`src/rtl/credit_accumulator_if.sv`:
```
// Coin, purchase and change handshake bundle between the credit accumulator
// and its upstream controller / downstream converter and dispenser.
interface credit_accumulator_if;
  logic       coin_nickel;
  logic       coin_dime;
  logic       coin_quarter;
  logic       coin_dollar;
  logic       buy_req;
  logic [8:0] price;
  logic       refund_req;
  logic       change_ack;
  logic [8:0] credit;
  logic [8:0] change;
  logic       change_valid;
  logic       vend_ok;
  logic       vend_denied;
  logic       coin_reject;
  logic       busy;

  modport master (
    output coin_nickel, coin_dime, coin_quarter, coin_dollar,
    output buy_req, price, refund_req, change_ack,
    input  credit, change, change_valid, vend_ok, vend_denied, coin_reject, busy
  );

  modport slave (
    input  coin_nickel, coin_dime, coin_quarter, coin_dollar,
    input  buy_req, price, refund_req, change_ack,
    output credit, change, change_valid, vend_ok, vend_denied, coin_reject, busy
  );
endinterface

```
`src/rtl/credit_accumulator.sv`:
```
// Coin credit accumulator with purchase, refund and change hand-off to the dispenser.
//   state  | meaning
//   IDLE   | accepting coins, purchase and refund requests
//   CHANGE | change/refund offered, waiting for change_ack
module credit_accumulator #(
  parameter int CREDIT_MAX  = 495,
  parameter int VAL_NICKEL  = 5,
  parameter int VAL_DIME    = 10,
  parameter int VAL_QUARTER = 25,
  parameter int VAL_DOLLAR  = 100
) (
  input logic clk,
  input logic reset,
  credit_accumulator_if.slave bus
);

  localparam logic [0:0] IDLE   = 1'b0;
  localparam logic [0:0] CHANGE = 1'b1;

  logic [0:0] state;
  logic [3:0] coin_lvl;
  logic [3:0] coin_prev;
  logic [3:0] coin_edge;
  logic [2:0] n_edge;
  logic [8:0] coin_val;
  logic [9:0] sum10;
  logic       any_edge;
  logic       buy_ok;

  logic [8:0] credit_q;
  logic [8:0] change_q;
  logic       change_valid_q;
  logic       vend_ok_q;
  logic       vend_denied_q;
  logic       coin_reject_q;

  assign coin_lvl  = {bus.coin_dollar, bus.coin_quarter, bus.coin_dime, bus.coin_nickel};
  assign coin_edge = coin_lvl & ~coin_prev;
  assign any_edge  = |coin_edge;
  assign buy_ok    = (bus.price != 9'd0) && (credit_q >= bus.price);

  always_comb begin
    n_edge   = '0;
    coin_val = '0;
    for (int i = 0; i < 4; i++) begin
      if (coin_edge[i]) n_edge = n_edge + 3'd1;
    end
    // only meaningful when exactly one edge is present
    if (coin_edge[0])      coin_val = 9'(VAL_NICKEL);
    else if (coin_edge[1]) coin_val = 9'(VAL_DIME);
    else if (coin_edge[2]) coin_val = 9'(VAL_QUARTER);
    else if (coin_edge[3]) coin_val = 9'(VAL_DOLLAR);
  end

  assign sum10 = {1'b0, credit_q} + {1'b0, coin_val};

  always_ff @(posedge clk) begin
    if (reset) begin
      state          <= IDLE;
      coin_prev      <= 4'b1111;
      credit_q       <= '0;
      change_q       <= '0;
      change_valid_q <= 1'b0;
      vend_ok_q      <= 1'b0;
      vend_denied_q  <= 1'b0;
      coin_reject_q  <= 1'b0;
    end else begin
      coin_prev     <= coin_lvl;
      vend_ok_q     <= 1'b0;
      vend_denied_q <= 1'b0;
      coin_reject_q <= 1'b0;
      case (state)
        IDLE: begin
          if (bus.buy_req) begin
            coin_reject_q <= any_edge;
            if (buy_ok) begin
              vend_ok_q <= 1'b1;
              credit_q  <= '0;
              change_q  <= credit_q - bus.price;
              if (credit_q != bus.price) begin
                change_valid_q <= 1'b1;
                state          <= CHANGE;
              end
            end else begin
              vend_denied_q <= 1'b1;
            end
          end else if (bus.refund_req && (credit_q != 9'd0)) begin
            coin_reject_q  <= any_edge;
            change_q       <= credit_q;
            credit_q       <= '0;
            change_valid_q <= 1'b1;
            state          <= CHANGE;
          end else if (n_edge == 3'd1) begin
            if (sum10 <= 10'(CREDIT_MAX)) credit_q <= sum10[8:0];
            else                          coin_reject_q <= 1'b1;
          end else if (n_edge > 3'd1) begin
            coin_reject_q <= 1'b1;
          end
        end
        CHANGE: begin
          coin_reject_q <= any_edge;
          if (bus.change_ack) begin
            change_valid_q <= 1'b0;
            change_q       <= '0;
            state          <= IDLE;
          end
        end
        default: state <= IDLE;
      endcase
    end
  end

  assign bus.credit       = credit_q;
  assign bus.change       = change_q;
  assign bus.change_valid = change_valid_q;
  assign bus.vend_ok      = vend_ok_q;
  assign bus.vend_denied  = vend_denied_q;
  assign bus.coin_reject  = coin_reject_q;
  assign bus.busy         = (state == CHANGE);

endmodule

```
`src/flat_wrapper.sv`:
```
// flat-port wrapper written by rule: the top's interface ports become plain ports
module credit_accumulator_flat 
#(
  parameter int CREDIT_MAX  = 495,
  parameter int VAL_NICKEL  = 5,
  parameter int VAL_DIME    = 10,
  parameter int VAL_QUARTER = 25,
  parameter int VAL_DOLLAR  = 100
)
  (clk, reset, bus_coin_nickel, bus_coin_dime, bus_coin_quarter, bus_coin_dollar, bus_buy_req, bus_price, bus_refund_req, bus_change_ack, bus_credit, bus_change, bus_change_valid, bus_vend_ok, bus_vend_denied, bus_coin_reject, bus_busy);
  credit_accumulator_if bus_i ();
  input logic clk;
  input logic reset;
  input wire logic [$bits(bus_i.coin_nickel)-1:0] bus_coin_nickel;
  input wire logic [$bits(bus_i.coin_dime)-1:0] bus_coin_dime;
  input wire logic [$bits(bus_i.coin_quarter)-1:0] bus_coin_quarter;
  input wire logic [$bits(bus_i.coin_dollar)-1:0] bus_coin_dollar;
  input wire logic [$bits(bus_i.buy_req)-1:0] bus_buy_req;
  input wire logic [$bits(bus_i.price)-1:0] bus_price;
  input wire logic [$bits(bus_i.refund_req)-1:0] bus_refund_req;
  input wire logic [$bits(bus_i.change_ack)-1:0] bus_change_ack;
  output wire logic [$bits(bus_i.credit)-1:0] bus_credit;
  output wire logic [$bits(bus_i.change)-1:0] bus_change;
  output wire logic [$bits(bus_i.change_valid)-1:0] bus_change_valid;
  output wire logic [$bits(bus_i.vend_ok)-1:0] bus_vend_ok;
  output wire logic [$bits(bus_i.vend_denied)-1:0] bus_vend_denied;
  output wire logic [$bits(bus_i.coin_reject)-1:0] bus_coin_reject;
  output wire logic [$bits(bus_i.busy)-1:0] bus_busy;
  assign bus_i.coin_nickel = bus_coin_nickel;
  assign bus_i.coin_dime = bus_coin_dime;
  assign bus_i.coin_quarter = bus_coin_quarter;
  assign bus_i.coin_dollar = bus_coin_dollar;
  assign bus_i.buy_req = bus_buy_req;
  assign bus_i.price = bus_price;
  assign bus_i.refund_req = bus_refund_req;
  assign bus_i.change_ack = bus_change_ack;
  assign bus_credit = bus_i.credit;
  assign bus_change = bus_i.change;
  assign bus_change_valid = bus_i.change_valid;
  assign bus_vend_ok = bus_i.vend_ok;
  assign bus_vend_denied = bus_i.vend_denied;
  assign bus_coin_reject = bus_i.coin_reject;
  assign bus_busy = bus_i.busy;
  credit_accumulator #(.CREDIT_MAX(CREDIT_MAX), .VAL_NICKEL(VAL_NICKEL), .VAL_DIME(VAL_DIME), .VAL_QUARTER(VAL_QUARTER), .VAL_DOLLAR(VAL_DOLLAR)) u_core (.clk(clk), .reset(reset), .bus(bus_i));
endmodule
```
`config.mk`:
```
export PLATFORM = sky130hd
export DESIGN_NAME = credit_accumulator_flat
export DESIGN_NICKNAME = d
export VERILOG_FILES = /design/src/rtl/credit_accumulator_if.sv /design/src/rtl/credit_accumulator.sv /design/src/flat_wrapper.sv
export SDC_FILE = /design/constraint.sdc
export NUM_CORES = 1
export LEC_CHECK = 0
export ABC_AREA = 1
export CORE_UTILIZATION = 40
export CTS_CLUSTER_SIZE = 10
export DETAILED_ROUTE_END_ITERATION = 10
export GPL_TIMING_DRIVEN = 0
export PLACE_DENSITY = 0.65
export REMOVE_ABC_BUFFERS = 1
export SLEW_MARGIN = 10
export SYNTH_ARGS = -nofsm -noshare
export SYNTH_HDL_FRONTEND = slang
export SYNTH_SLANG_ARGS = --single-unit
```
`constraint.sdc`:
```
create_clock -name clk -period 2.55 [get_ports clk]
set_input_delay 0.3825 -clock clk [delete_from_list [all_inputs] [get_ports clk]]
set_output_delay 0.3825 -clock clk [all_outputs]
set_load 0.1 [all_outputs]
```
==> results by group <==
Critical path
  – Highest-delay cell along the critical path: dfxtp_1
  – Reg2reg path depth: 19
  – Worst EP required: between 2000 and 3000 ps
  – Setup crit start kind: register
  – Worst path depth: 19
  – Max FO, Critical Path: 8
  – Crit-path cells: or2_4 > nor2_4 > nand2_4 > nor2_4 > ha_4 > nand2_4 > inv_2 > a21oi_2 > nand2_1 > nand2_1 > nand2_1 > nor2_1 > nand3_2 > nand3_2 > nand2_4 > nand2_8 > nand2_2 > nand2_2 > nor2_2
  – Crit path max-delay family: simple AND/OR/NAND/NOR gates
  – Data arrival time of the worst path: 2650 ps
  – Worst path max stage delay: around 310 ps
  – Setup CP Type: register to register
  – Crit. End Element: register
  – Bufs and invs on worst path: 1

Power
  – P_int: about 0.0011 W
  – Pwr Total: 0.002400 W
  – Switch Pwr: 0.001318 W
  – Combinational fraction of design power: between 60 and 70%
  – Lkg Pwr: 1.480 nW
  – Part of the power in registers: 24.7%
  – Power density cells: between 700 and 800 mW/mm^2
  – Switching share of power: 54.92%
  – Clock Power Share: ~11%
  – Maximum vdd ir drop: 591.2 uV

GRT
  – Largest net degree at the start of global routing: 17
  – Met3 usage: 3.571%
  – Vias in the first global route: 2321
  – Total track usage: 22.63%
  – Met2 GRT Util: about two fifths
  – Met1 usage: 30.14%
  – First-pass GRT wire length: ~11000 um
  – Global routing's busiest layer: met2
  – Congestion Overflow GR: 0
  – Antenna violations before repair: 0

Yosys
  – Synth Area in XOR/XNOR: just over 3%
  – #FFs+latches synth: 27
  – Largest family of logic cells by synthesized area: simple AND/OR/NAND/NOR gates
  – Synth Area in Adders: 13.34%
  – Fraction of registers with async set/reset: 0%
  – YS warnings: 0
  – Sequential fraction of the synthesis area: 23.81%
  – Post-synth EDFFs: 0
  – Yosys cell types: 31
  – Post-synthesis compound-gate area fraction: 12.29%
  – Synth Instances: 359
  – Synthesized area: 0.002270 mm^2
  – Post-Synth Simple-Gate Area: 35.89%
  – Multiplexer share of the synthesized area: less than 1%
  – Most used flip-flop cell after synthesis: dfxtp_1
  – Syn avg cell area: 6.322 um^2

Timing
  – Setup TNS: 0 ps
  – Skew final: ~4.7 ps
  – Pins over their slew limit: 0
  – Tmin final: 2464 ps
  – Final setup fails: 0
  – Fin. Hold Viols: 0
  – Relative slew slack: 34.49%
  – Slew @ Worst Pin: between 900 and 1000 ps
  – Final period utilization: 96.62%
  – RSZ-0062 raised after global routing: true
  – Peak Freq: 0.4059 GHz

Cells and area
  – Area Overhead vs Synth: 39.53%
  – Commonest non-fill, non-tap cell in the layout: nand2_1
  – Fraction of final layout cells sized beyond drive strength 1: 26.39%
  – Number of inserted diodes: 0
  – Post-layout nets: between 400 and 500
  – Area taken by flip-flops and latches: ~540 um^2
  – Utilization after layout: 57.86%
  – Multi-input gate area: 0.001752 mm^2
  – Fillers: between 500 and 600
  – Most frequent cells in the layout: 59 x nand2_1, 40 x inv_1, 36 x clkdlybuf4s50_1, 35 x nor2_1, 28 x a21oi_1

Floorplanning
  – Rows: 27
  – Number of top-level pins: 41
  – Die width: 77.33 um
  – Initial Util: between 40% and 50%
  – Core ar.: 0.005473 mm^2
  – Die Ht: 77.33 um
  – Die area: 0.005979 mm^2

Clocking
  – Hold_buf cts: 0
  – Clock root buffer: clkbuf_8
  – CTS tree: yes
  – Clock Path Buffers: 2
  – Clk_lat worst skew: about 280 ps
  – CTS clk-pin slew, worst paths: 110 ps
  – Sink Count: 27
  – # H-tree levels: 1
  – CTS Buf Count: 3

Drt
  – Vias/cell: roughly 5.0
  – WL/cell: 13.44 um
  – Iteration count of the initial detailed-routing pass: 4
  – Vias: 2446
  – Post-route ant nets: 0
  – First DRT Iteration DRCs: 130
  – Detailed Route WL: 6517 um
  – Post-route DRC: 0

Place
  – Placer congestion estimate: 0.8945
  – PortBufs: 40
  – Final HPWL DP: about 4600 um

Hold path
  – Hold Path Stages: 3
  – Worst Hold Class: primary input to register

Run
  – Max_cap viols: 0

Run status
  – Run status: finished clean
## cells in the mapped netlist, types with 3 or more instances
| master | instances | area, um^2 |
|---|---|---|
| nand2_1 | 88 | 330.3 |
| inv_1 | 48 | 180.2 |
| nor2_1 | 45 | 168.9 |
| a21oi_1 | 32 | 160.2 |
| dfxtp_1 | 27 | 540.5 |
| nand3_1 | 24 | 120.1 |
| ha_1 | 21 | 262.8 |
| o21ai_0 | 11 | 55.05 |
| inv_2 | 7 | 26.28 |
| clkbuf_1 | 5 | 18.77 |
| nor4_1 | 5 | 31.28 |
| nand2_2 | 4 | 25.02 |
| nand4_1 | 4 | 25.02 |
| nor3_1 | 4 | 20.02 |
| xnor2_1 | 4 | 35.03 |
| xor2_1 | 4 | 35.03 |
| nand2_4 | 3 | 33.78 |
| nor2_2 | 3 | 18.77 |
## repair_timing
action                     4_1_cts  5_1_grt
gates cloned                     1        0
pin swaps                       25       35
gates resized for setup         50       42
buffers inserted                11        6
setup endpoints to repair       10       18
## worst min-delay path, stage by stage
cell      delay (ps)
clkbuf_2          90
inv_2             30
nand2_1           40
## power groups by stage
stage                     clock, W  combinational (W)  sequential [W]
after floorplan                  0           0.000562         0.00106
after global placement           0            0.00134        0.000592
after detailed placement         0            0.00135        0.000592
after CTS                 0.000268            0.00146        0.000590
after global routing      0.000285            0.00166        0.000605
final                     0.000266            0.00154        0.000593
## sequential cells by signal, summed over array words and instances, names as in the netlist
register	count
u_core.bus.change_valid	1
u_core.bus.vend_denied	1
u_core.bus.coin_reject	1
u_core.bus.credit	9
u_core.coin_prev	4
u_core.bus.busy	1
u_core.bus.vend_ok	1
u_core.bus.change	9
## path summary, 6_finish.rpt
check / start / slack, ps / endpoint
setup / recovery: u_core.coin_prev[3] / 90 / u_core.bus.credit[1]
hold / removal: bus_coin_dollar / 280 / u_core.coin_prev[3]
setup reg to reg: u_core.coin_prev[3] / 90 / u_core.bus.credit[1]
hold reg to reg: u_core.bus.change[1] / 470 / u_core.bus.change[1]
## metal layers
metal / routed length, um / part of all wire [%]
met5: 0 / 0
met2: 3032 / 47
met3: 277 / 4.3
met4: 79 / 1.2
met1: 3128 / 48
## cells by family after synthesis
kind of cell | after synthesis
AOI/OAI and AO/OA | 52
xor gates and xnor gates | 8
adders and majority gates | 23
buffers and inverters | 63
DFF | 27
muxes | 1
and+or+nand+nor | 185
## metrics by stage
stage                     cell area, um^2  setup WS (ps)  hold slack, ps  std cells
after floorplan                      2223         -359.8           451.6        351
after CTS                            3018          11.79           367.0        479
final                                3167          86.28           275.8        485
after detailed placement             2714         -828.6           455.6        463
after global placement               2714         -803.0           454.6        463
after global routing                 3167         -94.73           285.5        485
## area by class of cell
cell class	count	area share [%]
clock buffer	3	1.304
clock inverter	1	0.1580
inverter	55	6.677
multi-input combinational	270	55.31
sequential	27	17.15
tap	72	2.845
timing repair buffer	57	16.55
Note: power is estimated with default switching activity, not from simulation.
==> variant 1 (same flow settings) <==
Make the reset (`reset`) asynchronous in one clocked block.
--- a/src/rtl/credit_accumulator.sv
+++ b/src/rtl/credit_accumulator.sv
@@ -54,7 +54,7 @@
 
   assign sum10 = {1'b0, credit_q} + {1'b0, coin_val};
 
-  always_ff @(posedge clk) begin
+  always_ff @(posedge clk or posedge reset) begin
     if (reset) begin
       state          <= IDLE;
       coin_prev      <= 4'b1111;
Check against the original RTL: differs if reset is asserted again (counterexample within 4 cycles, from zero or initial values and one cycle with reset high); with reset held inactive, the same outputs for 4 cycles.
==> variant 1 against the original RTL <==
Synthesized area rose by 3.9%; total power up 58%; sequential cell count stayed put; count of clock-buffer cells in the layout unchanged; sequential power up 31%; the run now ends with negative setup slack left; final area increased by 4.0%; worst hold slack better by 0.073 ns; non-clock buffer count is 2 higher; highest routed layer unchanged; clock power shrank 4%; via count shrank 0.33%; setup slack worse by 0.098 ns; wire length fell by 0.91%.
==> variant 1: results (changes against the original RTL) <==
** Final layout
- Number of nets in the layout :: 454 (-0.22%)
- Area Overhead vs Synth :: 39.7%
- Share of the final layout cell area in sequential cells :: 0.207 (+0.0352)
- Total number of multi-input combinational cells :: 266 (-1.5%)
- Portion of the layout cell area used by clock cells :: 0.0148 (+0.000199)
- The share of final layout cell area taken by non-clock buffers came to 0.165 (-0.00103).
- The area used by multi-input combinational logic is 1710 µm² (-2.1%).
- The non-clock buffer total of the final layout came to 59 (+3.5%).
- Filler-free cell count of the finished design :: 484 (-0.21%)
- The layout cell share with drive strength beyond 1 is 0.235 (-0.0285).

** Pwr
- The reported leakage power is 1.60 nW (+7.9%).
- The worst-case vdd ir drop is 0.832 mV (+41%).

** Yosys
- Compound-gate portion of the synthesized area :: 0.0860 (-0.0369)
- The share of synthesized area occupied by flip-flops and latches was 0.289 (+0.0506).
- In the synthesized netlist, the cells that appear most often are sky130_fd_sc_hd__nand2_1 (107), sky130_fd_sc_hd__inv_1 (51), sky130_fd_sc_hd__nand3_1 (35).
- Async SR Flop Fraction :: 1.00 (+1.00)
- The xor/xnor share of the synthesized area came to 0.0223 (-0.00858).
- The number of distinct standard cells referenced by the synthesized netlist came to 34 (+9.7%).

** Min path
- Source of the worst hold timing path :: bus_coin_dime
- Worst Hold End :: u_core.coin_prev[1]
- The worst hold path depth is 1 (-2).

** Placement
- The total half-perimeter wirelength after legalization and detailed placement was 4560 µm (about the same).
- Post-DP Area :: 2830 µm² (+4.1%)
- Placer Congestion :: 0.861 (-3.7%)
- The setup slack at placement is -0.743 ns (+0.0858 ns).
- The total placed cells including tap cells is 459 (-0.86%).

** Clock tree
- The number of post-CTS setup repair buffers was 16 (+5).
- CTS resizes :: 39 (-22%)

** Timing
- The number of setup violations in the final report came to 5 (+5).
- The least setup slack across all paths after layout is -0.0113 ns (-0.0976 ns).
- Tightest Pin Transition :: 1.03 ns (+0.0519 ns)
- Final clock skew :: 0.0113 ns (+0.00654 ns)
- Post-route setup TNS :: -0.0305 ns (-0.0305 ns)
- Post-route worst hold slack :: 0.349 ns (+0.0732 ns)

** Worst setup path
- The critical-path maximum fanout was 6 (-2).
- The critical path starts at u_core.coin_prev[1].
- The most critical setup path has its endpoint at u_core.bus.credit[0].
- The stage delay of the slowest cell on the critical path came to 0.56 ns (+0.25 ns).
- The signal arrival time at the worst endpoint came to 2.73 ns (+0.08 ns).
- On the critical path, the stage with the largest delay is an instance of sky130_fd_sc_hd__dfstp_2.

** Detailed routing
- The detail-routed via count per cell was 5.04 (-0.12%).
- Total wirelength of the detailed-routed design :: 6460 µm (-0.91%)
- The wire length on met3 was 241 µm (-13%).
- The sum of routed wire segments on met1 was 2830 µm (-9.7%).
- Wire length on met2 :: 3280 µm (+8.0%)

** Global route
- The overall routing resource usage came to 0.211 (-0.0155).
- The global-route wire length before repair is 10300 µm (-3.9%).
- The met3 layer usage reported by global route came to 0.0172 (-0.0185).
- The met2 track utilization from global routing was 0.368 (-0.0136).
- The fraction of met1 tracks used by global routing is 0.270 (-0.0311).

** Status
- Failing checks :: negative setup slack
- Status :: complete, but fails checks
-- variant 1: cell count changes in the layout (fill, tap and decap cells not counted), moves of 7 or more --
cell | unedited run | this run
sky130_fd_sc_hd__nand2_1 | 59 | 89
sky130_fd_sc_hd__nand2_4 | 8 | 0
sky130_fd_sc_hd__nor2_1 | 35 | 27
sky130_fd_sc_hd__nand2_2 | 27 | 20
sky130_fd_sc_hd__dfrtp_1 | 0 | 23
sky130_fd_sc_hd__dfxtp_1 | 25 | 0
sky130_fd_sc_hd__nand3_1 | 21 | 29
sky130_fd_sc_hd__a21oi_1 | 28 | 10
-- variant 1: where the power goes --
part / switching (mW) / total, mW / internal [mW]
clock: 0.144 / 0.255 / 0.111
sequential: 0.209 / 0.777 / 0.567
combinational: 1.96 / 2.75 / 0.788
==> variant 2 (same flow settings) <==
Made on the original files. `VAL_DIME` is set to 10 in 2 places; all go to 7.
--- a/src/rtl/credit_accumulator.sv
+++ b/src/rtl/credit_accumulator.sv
@@ -5,7 +5,7 @@
 module credit_accumulator #(
   parameter int CREDIT_MAX  = 495,
   parameter int VAL_NICKEL  = 5,
-  parameter int VAL_DIME    = 10,
+  parameter int VAL_DIME    = 7,
   parameter int VAL_QUARTER = 25,
   parameter int VAL_DOLLAR  = 100
 ) (
--- a/src/flat_wrapper.sv
+++ b/src/flat_wrapper.sv
@@ -3,7 +3,7 @@
 #(
   parameter int CREDIT_MAX  = 495,
   parameter int VAL_NICKEL  = 5,
-  parameter int VAL_DIME    = 10,
+  parameter int VAL_DIME    = 7,
   parameter int VAL_QUARTER = 25,
   parameter int VAL_DOLLAR  = 100
 )
Behaviour: not the same (a bounded check fails within 4 cycles, from zero or initial values and one cycle with reset high).
==> variant 2 against the original RTL <==
Utilization is 3.8 points higher; final area is 9.1% higher; largest power group unchanged; synthesized area is 5.0% higher; setup slack worse by 0.044 ns; critical endpoint is now u_core.bus.credit[7]; sequential cell count stayed put; total power is 8.8% higher; wire length is 2.3% higher; synthesized cell count is 4.2% higher; largest cell class unchanged.
==> variant 2: results (changes against the original RTL) <==
** Worst setup path
- The largest individual stage delay along the critical path comes from the cell sky130_fd_sc_hd__dlygate4sd2_1.
- The critical-path maximum fanout is 5 (-3).
- The stage delay of the slowest cell on the critical path came to 0.23 ns (-0.08 ns).
- The signal arrival time at the worst endpoint came to 2.69 ns (+0.04 ns).

** Detailed routing
- DRT Pass-1 Iters :: 4 (unchanged)
- The total wirelength of the detailed-routed design was 6670 µm (+2.3%).
- Mean number of vias per cell :: 5.04 (-0.16%)
- The vias after detailed routing was 2558 (+4.6%).
- Count of routing violations after the opening detailed-route iteration :: 103 (-21%)

** Clock tree
- Worst skew pair latency :: 0.28 ns (about the same)
- The post-cts repair resize count came to 53 (+6.0%).
- CTS H-tree lvls :: 1 (unchanged)
- The buffer levels on the longest clock path is 2 (unchanged).
- The tree is rooted in a sky130_fd_sc_hd__clkbuf_8.
- Post-CTS setup buffers :: 15 (+4)
- Register clock-pin slew on the reported worst setup and hold paths :: 0.10 ns
- Number of clock buffers inserted by TritonCTS :: 3 (unchanged)

** Yosys
- The count of mapped cells out of synthesis was 374 (+4.2%).
- Ranked by total cell area, the synthesized netlist is headed by sky130_fd_sc_hd__dfxtp_1 (23%), sky130_fd_sc_hd__nand2_1 (15%), sky130_fd_sc_hd__ha_1 (12%).
- Ranked by instance count, the synthesized netlist is headed by sky130_fd_sc_hd__nand2_1 (94), sky130_fd_sc_hd__nor2_1 (53), sky130_fd_sc_hd__inv_1 (51).
- Among all flip-flop cells after synthesis, the most frequent one is sky130_fd_sc_hd__dfxtp_1.
- Sequential element share of the synthesized area :: 0.227 (-0.0113)
- The total number of yosys warnings came to 0 (unchanged).
- Async SR Flop Fraction :: 0 (unchanged)
- Count of unique library cells instantiated by Yosys :: 35 (+13%)

** Global route
- The global-route wire length before repair is 10400 µm (-2.9%).
- Via count of the first global-routing pass :: 2336 (+0.65%)
- GR Overflow Total :: 0 (unchanged)
- The maximum number of pins on one net before global-route repair came to 20 (+3).
- The overall routing resource usage is 0.210 (-0.0163).

** Placement
- The placed cell area came to 2800 µm² (+3.1%).
- Post-detail-place hpwl :: 4470 µm (-2.1%)
- The setup slack at placement is -0.871 ns (-0.0429 ns).
- Placer Congestion :: 0.861 (-3.8%)

** Pwr
- IR drop worst, VDD :: 0.389 mV (-34%)
- Net switching power figure :: 1.45 mW (+9.8%)
- The reported leakage power is 1.63 nW (+10%).

** Timing
- The worst-case clock skew is 0.00608 ns (+0.00136 ns).
- Max-Slew Margin vs Limit :: 0.350 (+0.00516)

** Final layout
- Share of layout cells above drive strength 1 :: 0.273 (+0.00901)
- Number of nets in the layout :: 479 (+5.3%)

** Min path
- The path class of the tightest hold or removal check is in2reg.

** Status
- The flow ran to the end, and the final reports show no timing, DRC or antenna violations.
[variant 2: metal layers]
| metal | track usage | vias up | routed length (µm) |
|---|---|---|---|
| met3 | 0.0207 | 5 | 151 |
| li1 | - | 1329 | - |
| met4 | 0.0655 | 0 | 56 |
| met5 | 0 | - | 0 |
| met2 | 0.370 | 36 | 3430 |
| met1 | 0.267 | 1188 | 3020 |
[variant 2: final timing paths]
kind,depth (start not counted),slack [ns],to,from
worst max-delay path,18,0.04,u_core.bus.credit[7],bus_coin_dime
worst min-delay path,3,0.31,u_core.coin_prev[3],bus_coin_dollar
worst max register to register,16,0.07,u_core.bus.credit[7],u_core.coin_prev[1]
worst min register to register,2,0.48,u_core.bus.change[7],u_core.bus.change[7]
[variant 2: final cells by class]
cell class	count	area [µm²]
clock inverter	1	7.51
timing repair buffer	65	604
sequential	27	543
tap	72	90.1
multi-input combinational	286	1960
fill	534	2150
clock buffer	3	41.3
inverter	54	214
[variant 2: kinds of logic after synthesis]
| group | share of synthesized area |
|---|---|
| adder cells (fa/ha/maj) | 0.132 |
| AND/OR/NAND/NOR | 0.372 |
| buffers and inverters | 0.116 |
| AO/OA/AOI/OAI | 0.138 |
| flip-flops | 0.227 |
| XOR/XNOR | 0.0147 |
[variant 2: critical path, delay by kind of cell]
kind | cells | cell delay [ns]
buffers and inverters | 5 | 0.58
adder cells (fa/ha/maj) | 2 | 0.42
AND/OR/NAND/NOR | 8 | 0.84
AO/OA/AOI/OAI | 2 | 0.31
XOR/XNOR | 1 | 0.15
[variant 2: power by group through the flow]
stage                     sequential, mW  clock, mW  combinational, mW
after floorplan                     1.16          0              0.622
after global placement             0.617          0               1.49
after detailed placement           0.621          0               1.50
after CTS                          0.618      0.264               1.59
after global routing               0.641      0.282               1.86
final                              0.627      0.260               1.72
